### src/rtl/ctrl_unit_mc_pkg.sv
// Shared encodings for the multicycle control unit: state codes, instruction
// fields and datapath select/operation codes.
package ctrl_pkg;

  localparam int unsigned STATE_W  = 5;
  localparam int unsigned OP_W     = 6;
  localparam int unsigned SRCA_W   = 2;
  localparam int unsigned SRCB_W   = 3;
  localparam int unsigned ALUOP_W  = 3;
  localparam int unsigned PCSRC_W  = 2;
  localparam int unsigned REGDST_W = 2;
  localparam int unsigned M2R_W    = 2;

  typedef enum logic [STATE_W-1:0] {
    S_RESET      = 5'd0,
    S_FETCH      = 5'd1,
    S_FETCH_WAIT = 5'd2,
    S_IR_LD      = 5'd3,
    S_DECODE     = 5'd4,
    S_EXEC_R     = 5'd5,
    S_WB_R       = 5'd6,
    S_ADDR       = 5'd7,
    S_LW_RD      = 5'd8,
    S_LW_WAIT    = 5'd9,
    S_LW_LD      = 5'd10,
    S_LW_WB      = 5'd11,
    S_SW_WR      = 5'd12,
    S_ADDI_EX    = 5'd13,
    S_ADDI_WB    = 5'd14,
    S_BEQ        = 5'd15,
    S_JUMP       = 5'd16
  } state_t;

  localparam logic [OP_W-1:0] OP_RTYPE = 6'h00;
  localparam logic [OP_W-1:0] OP_LW    = 6'h23;
  localparam logic [OP_W-1:0] OP_SW    = 6'h2B;
  localparam logic [OP_W-1:0] OP_ADDI  = 6'h08;
  localparam logic [OP_W-1:0] OP_BEQ   = 6'h04;
  localparam logic [OP_W-1:0] OP_J     = 6'h02;

  localparam logic [OP_W-1:0] FN_ADD = 6'h20;
  localparam logic [OP_W-1:0] FN_SUB = 6'h22;
  localparam logic [OP_W-1:0] FN_AND = 6'h24;

  localparam logic [SRCA_W-1:0] SRCA_PC = 2'b00;
  localparam logic [SRCA_W-1:0] SRCA_A  = 2'b01;

  localparam logic [SRCB_W-1:0] SRCB_RT     = 3'b000;
  localparam logic [SRCB_W-1:0] SRCB_FOUR   = 3'b001;
  localparam logic [SRCB_W-1:0] SRCB_OFFSET = 3'b010;
  localparam logic [SRCB_W-1:0] SRCB_MDR    = 3'b011;
  localparam logic [SRCB_W-1:0] SRCB_DESLOC = 3'b100;

  localparam logic [ALUOP_W-1:0] ALU_NONE = 3'b000;
  localparam logic [ALUOP_W-1:0] ALU_ADD  = 3'b001;
  localparam logic [ALUOP_W-1:0] ALU_SUB  = 3'b010;
  localparam logic [ALUOP_W-1:0] ALU_AND  = 3'b011;

  localparam logic [PCSRC_W-1:0] PCSRC_ALU    = 2'b00;
  localparam logic [PCSRC_W-1:0] PCSRC_ALUOUT = 2'b01;
  localparam logic [PCSRC_W-1:0] PCSRC_JUMP   = 2'b10;

  localparam logic [REGDST_W-1:0] REGDST_RT = 2'b00;
  localparam logic [REGDST_W-1:0] REGDST_RD = 2'b01;

  localparam logic [M2R_W-1:0] M2R_ALUOUT = 2'b00;
  localparam logic [M2R_W-1:0] M2R_MDR    = 2'b01;

endpackage

### src/rtl/ctrl_unit_mc_wait_cnt.sv
// Memory wait-cycle counter shared by the fetch and load wait states;
// done flags the last wait cycle.
module ctrl_wait_cnt #(
  parameter int unsigned LIMIT = 1
) (
  input  logic clk,
  input  logic reset,
  input  logic clr,
  input  logic en,
  output logic done
);

  logic [1:0] cnt;

  always_ff @(posedge clk) begin
    if (reset || clr) cnt <= 2'd0;
    else if (en)      cnt <= cnt + 2'd1;
  end

  assign done = (cnt == 2'(LIMIT - 1));

endmodule

### src/rtl/ctrl_unit_mc.sv
// Multicycle control unit: Moore sequencer over fetch/decode/execute/memory/
// writeback, with the branch pc_write taken from the ALU zero flag.
module ctrl_unit_mc
  import ctrl_pkg::*;
#(
  parameter int unsigned MEM_WAIT = 1
) (
  input  logic                clk,
  input  logic                reset,
  input  logic [OP_W-1:0]     opcode,
  input  logic [OP_W-1:0]     funct,
  input  logic                zero,
  output logic [SRCA_W-1:0]   alu_src_a,
  output logic [SRCB_W-1:0]   alu_src_b,
  output logic [ALUOP_W-1:0]  alu_op,
  output logic                pc_write,
  output logic [PCSRC_W-1:0]  pc_src,
  output logic                iord,
  output logic                mem_wr,
  output logic                ir_write,
  output logic                mdr_load,
  output logic                ab_load,
  output logic                alu_out_load,
  output logic                reg_write,
  output logic [REGDST_W-1:0] reg_dst,
  output logic [M2R_W-1:0]    mem_to_reg,
  output logic [STATE_W-1:0]  state_o
);

  state_t state, next_state;
  logic   cnt_clr, cnt_en, cnt_done;

  ctrl_wait_cnt #(.LIMIT(MEM_WAIT)) u_wait_cnt (
    .clk   (clk),
    .reset (reset),
    .clr   (cnt_clr),
    .en    (cnt_en),
    .done  (cnt_done)
  );

  always_ff @(posedge clk) begin
    if (reset) state <= S_RESET;
    else       state <= next_state;
  end

  always_comb begin
    next_state   = S_FETCH;
    alu_src_a    = SRCA_PC;
    alu_src_b    = SRCB_RT;
    alu_op       = ALU_NONE;
    pc_write     = 1'b0;
    pc_src       = PCSRC_ALU;
    iord         = 1'b0;
    mem_wr       = 1'b0;
    ir_write     = 1'b0;
    mdr_load     = 1'b0;
    ab_load      = 1'b0;
    alu_out_load = 1'b0;
    reg_write    = 1'b0;
    reg_dst      = REGDST_RT;
    mem_to_reg   = M2R_ALUOUT;
    cnt_clr      = 1'b0;
    cnt_en       = 1'b0;

    case (state)
      S_RESET: next_state = S_FETCH;
      S_FETCH: begin
        alu_src_b  = SRCB_FOUR;
        alu_op     = ALU_ADD;
        pc_write   = 1'b1;
        cnt_clr    = 1'b1;
        next_state = (MEM_WAIT == 0) ? S_IR_LD : S_FETCH_WAIT;
      end
      S_FETCH_WAIT: begin
        cnt_en     = 1'b1;
        next_state = cnt_done ? S_IR_LD : S_FETCH_WAIT;
      end
      S_IR_LD: begin
        ir_write   = 1'b1;
        next_state = S_DECODE;
      end
      // ALUOut captures the branch target while A/B load.
      S_DECODE: begin
        ab_load      = 1'b1;
        alu_src_b    = SRCB_DESLOC;
        alu_op       = ALU_ADD;
        alu_out_load = 1'b1;
        case (opcode)
          OP_RTYPE:     next_state = S_EXEC_R;
          OP_LW, OP_SW: next_state = S_ADDR;
          OP_ADDI:      next_state = S_ADDI_EX;
          OP_BEQ:       next_state = S_BEQ;
          OP_J:         next_state = S_JUMP;
          default:      next_state = S_FETCH;
        endcase
      end
      S_EXEC_R: begin
        alu_src_a    = SRCA_A;
        alu_src_b    = SRCB_RT;
        alu_out_load = 1'b1;
        next_state   = S_WB_R;
        case (funct)
          FN_ADD: alu_op = ALU_ADD;
          FN_SUB: alu_op = ALU_SUB;
          FN_AND: alu_op = ALU_AND;
          default: begin
            alu_out_load = 1'b0;
            next_state   = S_FETCH;
          end
        endcase
      end
      S_WB_R: begin
        reg_dst   = REGDST_RD;
        reg_write = 1'b1;
      end
      S_ADDR: begin
        alu_src_a    = SRCA_A;
        alu_src_b    = SRCB_OFFSET;
        alu_op       = ALU_ADD;
        alu_out_load = 1'b1;
        next_state   = (opcode == OP_LW) ? S_LW_RD : S_SW_WR;
      end
      S_LW_RD: begin
        iord       = 1'b1;
        cnt_clr    = 1'b1;
        next_state = (MEM_WAIT == 0) ? S_LW_LD : S_LW_WAIT;
      end
      S_LW_WAIT: begin
        cnt_en     = 1'b1;
        next_state = cnt_done ? S_LW_LD : S_LW_WAIT;
      end
      S_LW_LD: begin
        mdr_load   = 1'b1;
        next_state = S_LW_WB;
      end
      S_LW_WB: begin
        mem_to_reg = M2R_MDR;
        reg_write  = 1'b1;
      end
      S_SW_WR: begin
        iord   = 1'b1;
        mem_wr = 1'b1;
      end
      S_ADDI_EX: begin
        alu_src_a    = SRCA_A;
        alu_src_b    = SRCB_OFFSET;
        alu_op       = ALU_ADD;
        alu_out_load = 1'b1;
        next_state   = S_ADDI_WB;
      end
      S_ADDI_WB: reg_write = 1'b1;
      // Branch resolves in this cycle from the live zero flag.
      S_BEQ: begin
        alu_src_a = SRCA_A;
        alu_src_b = SRCB_RT;
        alu_op    = ALU_SUB;
        pc_src    = PCSRC_ALUOUT;
        pc_write  = zero;
      end
      S_JUMP: begin
        pc_src   = PCSRC_JUMP;
        pc_write = 1'b1;
      end
      default: next_state = S_FETCH;
    endcase
  end

  assign state_o = state;

endmodule

### config.mk
export PLATFORM = sky130hd
export DESIGN_NAME = ctrl_unit_mc
export DESIGN_NICKNAME = d
export VERILOG_FILES = /design/src/rtl/ctrl_unit_mc_pkg.sv /design/src/rtl/ctrl_unit_mc_wait_cnt.sv /design/src/rtl/ctrl_unit_mc.sv
export SDC_FILE = /design/constraint.sdc
export NUM_CORES = 1
export LEC_CHECK = 0
export ABC_AREA = 0
export CORE_MARGIN = 4
export CORE_UTILIZATION = 44
export CTS_CLUSTER_SIZE = 25
export DETAILED_ROUTE_END_ITERATION = 7
export PLACE_DENSITY = 0.85
export SLEW_MARGIN = 25
export SYNTH_ARGS = -nofsm -noshare
export SYNTH_HDL_FRONTEND = slang
export SYNTH_SLANG_ARGS = --single-unit
### constraint.sdc
create_clock -name clk -period 3.55 [get_ports clk]
set_input_delay 0.355 -clock clk [delete_from_list [all_inputs] [get_ports clk]]
set_output_delay 0.355 -clock clk [all_outputs]
set_load 0.02 [all_outputs]
Word level (Yosys, flattened, before mapping)
Cells that the tools add are included.

Register bits: 7. Output and inout bits: 27. RAM bits: 0. Bits of input ports: 15. Memories: 0. Bits in latches: 0. Memory bits (read-only): 0. Word-level logic and storage cells: 65.

Reduce and logical (&&, ||, !) cells: 14. Multiply operators: 0. Order comparisons: 0. Bitwise logic cells: 0. Multiplexer cells: 24. Equality and inequality tests: 24. Shift-type cells: 0. Div/mod/pow operators: 0. Add/sub/neg operators: 1.

Operator list (number): 5-bit one-hot mux with 10 select lines (1); 5-bit by 4-bit == test with 1-bit output, second input constant (8); 6-bit == test, second input constant (5); 5-bit one-hot mux with 5 select lines (1); 5-bit by 3-bit == test with 1-bit output, second input constant (4); 1-bit 2-to-1 mux (13); 2-bit one-hot mux with 3 select lines (2); 2-bit OR reduction (6); 5-bit by 2-bit == test with 1-bit output, second input constant (2); 3-bit one-hot mux with 3 select lines (1); 3-bit OR reduction (3); 4-bit OR reduction (2); 6-bit by 2-bit == test with 1-bit output, second input constant (1); 6-bit by 3-bit == test with 1-bit output, second input constant (1); 6-bit by 4-bit == test with 1-bit output, second input constant (1); 6-bit zero test (1); 3-bit 2-to-1 mux (2); 5-bit by 1-bit == test with 1-bit output, second input constant (1); 5-bit == test, second input constant (1); 1-bit one-hot mux with 2 select lines (2); 2-bit one-hot mux with 2 select lines (1); 2-bit by 1-bit adder with 2-bit output, second input constant (1); 2-bit zero test (1); 2-bit 2-to-1 mux (1); 1-bit logical OR (1).

Logic depth before layout (Yosys ltp)
Gate-level depths: netlist of run 1.

Depth after elaboration: 4. Depth in mapped cells: 7. Gate-level depth less buffers: 7.

By module
From an unflattened synthesis of run 1, not the netlist that was laid out.

Cells, all modules: 121. Area total of the unflattened synthesis: 858.3 um^2.

By module, submodules not included: ctrl_unit_mc (instances 1, seq. area each 100.1 um^2, area an instance 759.5 um^2, cells an instance 112); ctrl_wait_cnt (instances 1, seq. area each 40.0 um^2, area an instance 98.8 um^2, cells an instance 9).

Least setup slack after synthesis of run 1
Ideal clock, no wire load.

Path type: register to output. Start point: register state[2], in the netlist state_o[2]. End point: output alu_src_b[1]. Required time: 3195 ps. Cell stages (with the launch flop): 5. Setup slack: 1569 ps. Path buffers: 1. Arrival: 1626 ps. Path through: dfxtp_1 -> buf_2 -> nor2b_1 -> and2_1 -> a21boi_0.

Longest elaborated chain between the ends: 3. Elaborated cells between the ends (all ways): 6. Those cells by class: 4 x eq/ne; 1 x mux; 1 x reduce/logical.

Ends and longest elaborated chain: start: declaration (line ctrl_unit_mc.sv:30) `state_t state, next_state;`; start signal: assignment (line ctrl_unit_mc.sv:43) `else state <= next_state;`; 5-bit by 4-bit == test with 1-bit output or 5-bit by 3-bit == test with 1-bit output (tied branches) (line ctrl_unit_mc.sv:65) `case (state)`; 2-bit OR reduction (no line); 3-bit one-hot mux with 3 select lines (*) (line ctrl_unit_mc.sv:65); end: declaration (line ctrl_unit_mc.sv:14) `output logic [SRCB_W-1:0] alu_src_b,`.

Every way passes the cells marked *; elsewhere a longest branch is shown, timed or not.

Worst setup path after layout of run 1
Start point: register state[1], in the netlist state_o[1]. End point: output alu_op[1].

Longest elaborated chain between the ends: 3. Elaborated cells between the ends (all ways): 8. Those cells by class: 6 x eq/ne; 1 x mux; 1 x reduce/logical.

Ends and longest elaborated chain: 5-bit by 3-bit == test with 1-bit output, or another cell as far along (line ctrl_unit_mc.sv:65); 4-bit OR reduction (no line); 2-bit one-hot mux with 3 select lines (*) (line ctrl_unit_mc.sv:65); end: declaration (line ctrl_unit_mc.sv:15) `output logic [ALUOP_W-1:0] alu_op,`.

Marked as above.

==> results of run 1 <==
[registers in the layout, summed over array words and instances (netlist names)]
name,flops
state_o,5
u_wait_cnt.cnt,2
[placed cells by master, fill, tap and decap left out, types with 6 or more instances in the layout]
| cell | Yosys | final |
|---|---|---|
| clkdlybuf4s50_1 | 0 | 37 |
| nor2_1 | 18 | 18 |
| nand2_1 | 7 | 7 |
| dfxtp_1 | 7 | 7 |
| nand2b_1 | 6 | 6 |
| nor3_1 | 6 | 6 |
| o21ai_0 | 6 | 6 |
| a21oi_1 | 6 | 6 |
[cell families after synthesis]
kind of cell,after synthesis
flops,7
buf+inv,19
mux,4
xor+xnor,5
other cells,1
compound gates,31
fa+ha+maj,1
simple gates,58
[worst paths after layout]
path / end / depth (start not counted) / slack [ps]
min: u_wait_cnt.cnt[1] / 2 / 530
max reg2reg: state_o[2] / 4 / 1580
max: alu_op[1] / 5 / 600
min reg2reg: u_wait_cnt.cnt[1] / 2 / 530
[worst reg2reg max path: cells and delay by family, from the launching register on]
kind | cells | cell delay (ps)
buf+inv | 1 | 400
compound gates | 2 | 420
simple gates | 1 | 440
flops | 1 | 630
[power by group]
part           total, mW  internal, mW  switching [mW]
registers          0.108        0.0874          0.0203
logic              0.245         0.113           0.131
clock network     0.0778        0.0432          0.0346
[layout make-up]
type / count / area share
multi-input combinational: 103 / 0.517
timing repair buffer: 38 / 0.305
sequential: 7 / 0.113
tap: 25 / 0.0253
clock buffer: 4 / 0.0212
inverter: 6 / 0.0182
[stage by stage]
| step | util | worst slack, ps | power (mW) | hold slack, ps | area, um^2 |
|---|---|---|---|---|---|
| 2_1_floorplan | - | 1570 | 0.275 | 424 | 895 |
| 6_report | 0.680 | 600 | 0.430 | 532 | 1240 |
| 3_5_place_dp | 0.666 | 767 | 0.352 | 515 | 1210 |
| 5_1_grt | 0.680 | 496 | 0.458 | 566 | 1240 |
| 3_3_place_gp | 0.666 | 777 | 0.346 | 479 | 1210 |
| 4_1_cts | 0.680 | 614 | 0.431 | 527 | 1240 |
[per-layer routing]
layer,share of wire,vias to the layer above
li1,-,495
met1,0.42,475
met2,0.50,35
met3,0.065,4
met4,0.013,0
met5,0,-
==> flow_summary.toml, run 1 <==
[synthesis]
yosysTopAreaCellShare = 0.159
synthesis.instances = 126
ys_ff_latch = 7
async_reset_ff_frac = 0
seq_area_frac_synth = 0.159
yosys_warnings = 0
synth_edf_count = 0
synth_compound_area_frac = 0.245
synthAdderAreaFrac = 0.0142
synth_common_cells = "18 x nor2_1, 7 x dfxtp_1, 7 x nand2_1"
synth_top_family_by_area = "simple AND/OR/NAND/NOR gates"
yosys-top-cells-area = "dfxtp_1 16%, nor2_1 7.6%, buf_4 5.1%"
synth.most_common_cell = "nor2_1"
synth-main-ff-cell = "dfxtp_1"
synth_area_um2 = 883
yosys.area_share.simple = 0.348
yosys.area.top_type = "dfxtp_1"
synth_area_per_cell_um2 = 7.01
synthMuxAreaShare = 0.0510
synth_xor_xnor_area_share = 0.0496
synthDistinctLibCells = 44

[run]
max-cap-violations = 0

[detailed_routing]
drt-wirelength-per-cell_um = 13.6
ant_nets = 0
drtPass1Iterations = 4
route.detailed.drc = 0
routed_wl_um = 2500
drt_iter0_markers = 23
avgViaCountPerCell = 5.51
vias = 1009

[placement]
dpl.hpwl_um = 1930
place_inst = 179
numPortBuffers = 37
place_congestion = 0.853

[global_route]
gr-usage-met1 = 0.223
grt_overflow = 0
grt_pass1_vias = 939
grt_usage = 0.192
grt_pass1_wl_um = 4070
grt_util_met3 = 0.0370
grt_busiest_layer = "met2"
antenna_found_initial = 0
grt_use_met2 = 0.345
grt_max_degree = 25

[finish]
drive_gt1_frac = 0.0823
area_growth_syn_to_layout_pct = 40.2
diodes = 0
finalNonFillerCells = 183
fin_nets = 175
ff_latch_area_um2 = 140
nFillCells = 171
multi_input_area_um2 = 641

[sta]
slew_headroom = 0.502
setup_viol = 0
worst_pin_slew_ps = 746
maxSlewViolCount = 0
finalClockSkew_ps = 5.25
fmax_mhz = 339
fin_crit_ps = 2950
rsz0062_at_grt = "false"
post-route-period-util = 0.831
setup-tns-final_ps = 0
hold_viol = 0

[clock_tree]
root_buffer = "clkbuf_4"
cts-resized-gates = 0
numCtsBuffers = 3
cts.sinks = 7
clockBufferDepth = 2
post_cts.repair.setup_buffers = 0
clk_pin_slew_ps = 60
cts_tree = "done"
ctsHoldBuffers = 0
h-tree-depth = 1
clock_latency_ps = 260

[run_status]
status = "finished, final reports clean"

[power]
power_density_nw_per_um2 = 347
peakVddDrop_mv = 0.192
p_leak_nw = 0.472

[floorplan]
rows = 15
die_w_um = 52.8
ioPinCount = 42
die_area_um2 = 2790
core_um2 = 1820
start_util = 0.485
die_y_um = 52.8

[setup_path]
cp_slowest_cell = "dfxtp_1"
r2r-start = "state_o[1]"
crit_fanout = 13
start_kind = "flop"
path_cells = "clkinv_1 > or2_2 > nor2_1 > a21o_1 > clkdlybuf4s50_1"
max_stage_delay_ps = 630
worstSetupPathType = "flop to primary output"
cpLargestDelayFamily = "buffers and inverters"
path_buf_inv = 2
startpoint = "state_o[1]"
cp.required_ps = 3190
cp-end-kind = "primary output"
cp.arrival_ps = 2600

[hold_path]
min_from = "u_wait_cnt.cnt[1]"
hold_class = "flop to flop"
Power figures use the tool's default switching activity.
==> run 2: changes to the inputs <==
--- a/config.mk
+++ b/config.mk
@@ -7,10 +7,10 @@
 export LEC_CHECK = 0
 export ABC_AREA = 0
 export CORE_MARGIN = 4
-export CORE_UTILIZATION = 44
+export CORE_UTILIZATION = 37
 export CTS_CLUSTER_SIZE = 25
 export DETAILED_ROUTE_END_ITERATION = 7
-export PLACE_DENSITY = 0.85
+export PLACE_DENSITY = 0.77
 export SLEW_MARGIN = 25
 export SYNTH_ARGS = -nofsm -noshare
 export SYNTH_HDL_FRONTEND = slang
==> constraint.sdc (replaced) <==
create_clock -name clk -period 2.45 [get_ports clk]
set_input_delay 0.245 -clock clk [delete_from_list [all_inputs] [get_ports clk]]
set_output_delay 0.245 -clock clk [all_outputs]
set_load 0.02 [all_outputs]
==> flow_summary.toml, run 2 (synthesis gave the netlist of run 1 again) <==
[floorplan]
die_w_um = 56.9
die_area_um2 = 3230
ioPinCount = 42
core_um2 = 2230
start_util = 0.396
die_y_um = 56.9
rows = 17

[global_route]
grt_pass1_vias = 987
grt_usage = 0.165
grt_pass1_wl_um = 4400
antenna_found_initial = 0
grt_max_degree = 21
grt_overflow = 0

[finish]
nFillCells = 221
fin_nets = 181
largest_register_ffs = 5
mostFrequentLayoutCells = "35 x clkdlybuf4s50_1, 18 x nor2_1, 7 x nand2_1, 7 x buf_4"
multi_input_area_um2 = 641
diodes = 0
ff_latch_area_um2 = 144
drive_gt1_frac = 0.140
final_common_cell = "clkdlybuf4s50_1"
area_growth_syn_to_layout_pct = 46.3

[hold_path]
hold_class = "flop to flop"

[detailed_routing]
drtPass1Iterations = 4
drt_iter0_markers = 25
vias = 987
routed_wl_um = 2510
route.detailed.drc = 0
ant_nets = 0
drt-wirelength-per-cell_um = 13.1
avgViaCountPerCell = 5.14

[setup_path]
cp.arrival_ps = 2060
crit_fanout = 3
path_buf_inv = 2
max_stage_delay_ps = 590
rrSetupSlack_ps = 800
worstSetupPathType = "input port to primary output"
cpLargestDelayFamily = "buffers and inverters"
crit_path_frequent_cell = "clkdlybuf4s50_1"
start_kind = "input port"
path_cells = "clkdlybuf4s50_1 > or4b_4 > nor2_1 > a21o_1 > clkdlybuf4s50_1"
cp-end-kind = "primary output"
cp.required_ps = 2200
cp_slowest_cell = "clkdlybuf4s50_1"

[power]
p_total_mw = 0.625
peakVddDrop_mv = 0.249
power_density_nw_per_um2 = 484
p_leak_nw = 0.513

[clock_tree]
post_cts.repair.setup_buffers = 0
cts_tree = "done"
clk_pin_slew_ps = 50
clock_latency_ps = 240
clockBufferDepth = 2
cts.sinks = 7
root_buffer = "clkbuf_4"
numCtsBuffers = 3
h-tree-depth = 1

[sta]
post-route-period-util = 0.939
hold_viol = 0
maxSlewViolCount = 0
fin_crit_ps = 2300
fmax_mhz = 435
timing.hold.ws_ps = 494
rsz0062_at_grt = "false"
setup_viol = 0
setup-tns-final_ps = 0
finalClockSkew_ps = 0.204

[placement]
place_congestion = 0.795
numPortBuffers = 37
dpl.hpwl_um = 1930

[run_status]
status = "finished, final reports clean"

[run]
max-cap-violations = 0
run 2: changes by cell type in the layout (fill, tap and decap cells not counted):
cell             change
clkinvlp_4           +1
dfxtp_1              -3
clkinv_1             -1
clkdlybuf4s50_1      -2
dfxtp_2              +3
dlygate4sd2_1        +2
buf_4                +6
run 2: path summary, 6_finish.rpt:
check / endpoint / from / cells after the start
max: alu_op[1] / funct[0] / 5
min: u_wait_cnt.cnt[1] / u_wait_cnt.cnt[1] / 2
max reg2reg: state_o[1] / state_o[0] / 6
min reg2reg: u_wait_cnt.cnt[1] / u_wait_cnt.cnt[1] / 2
run 2: cell type report:
cell class,instances,area share
multi-input combinational,103,0.496
timing repair buffer,44,0.325
inverter,6,0.0203
tap,28,0.0271
sequential,7,0.111
clock buffer,4,0.0203
run 2: metal layers:
metal  up-vias  GRT usage  routed length (um)
li1        506          -                   -
met1       450      0.200                1090
met2        29      0.289                1260
met3         2     0.0207                 133
met4         0     0.0662                  14
met5         -          0                   0
run 2: through the flow:
| step | setup WS (ps) | utilization | cells | instance area [um^2] |
|---|---|---|---|---|
| global placement | -50.8 | 0.565 | 188 | 1260 |
| detailed placement | -86.1 | 0.565 | 188 | 1260 |
| CTS | 95.5 | 0.575 | 192 | 1280 |
| floorplan | 579 | - | 129 | 895 |
| finish | 149 | 0.579 | 192 | 1290 |
| global route | 26.1 | 0.579 | 192 | 1290 |
run 2: where the power goes:
group,total (mW),leakage [nW],switching (mW),internal (mW)
registers,0.156,0.0581,0.0277,0.129
clock network,0.100,0.0150,0.0382,0.0619
logic,0.368,0.440,0.195,0.173
run 2: what timing repair did:
item / in CTS / in global routing
endpoints found under the setup margin: 2 / 6
hold buffers: 0 / 0
gates resized for setup: 2 / 4
run 2: worst min-delay path, stage by stage, from the launching register on:
cell,delay [ps]
dfxtp_1,320
mux2i_1,70
nor2_1,70
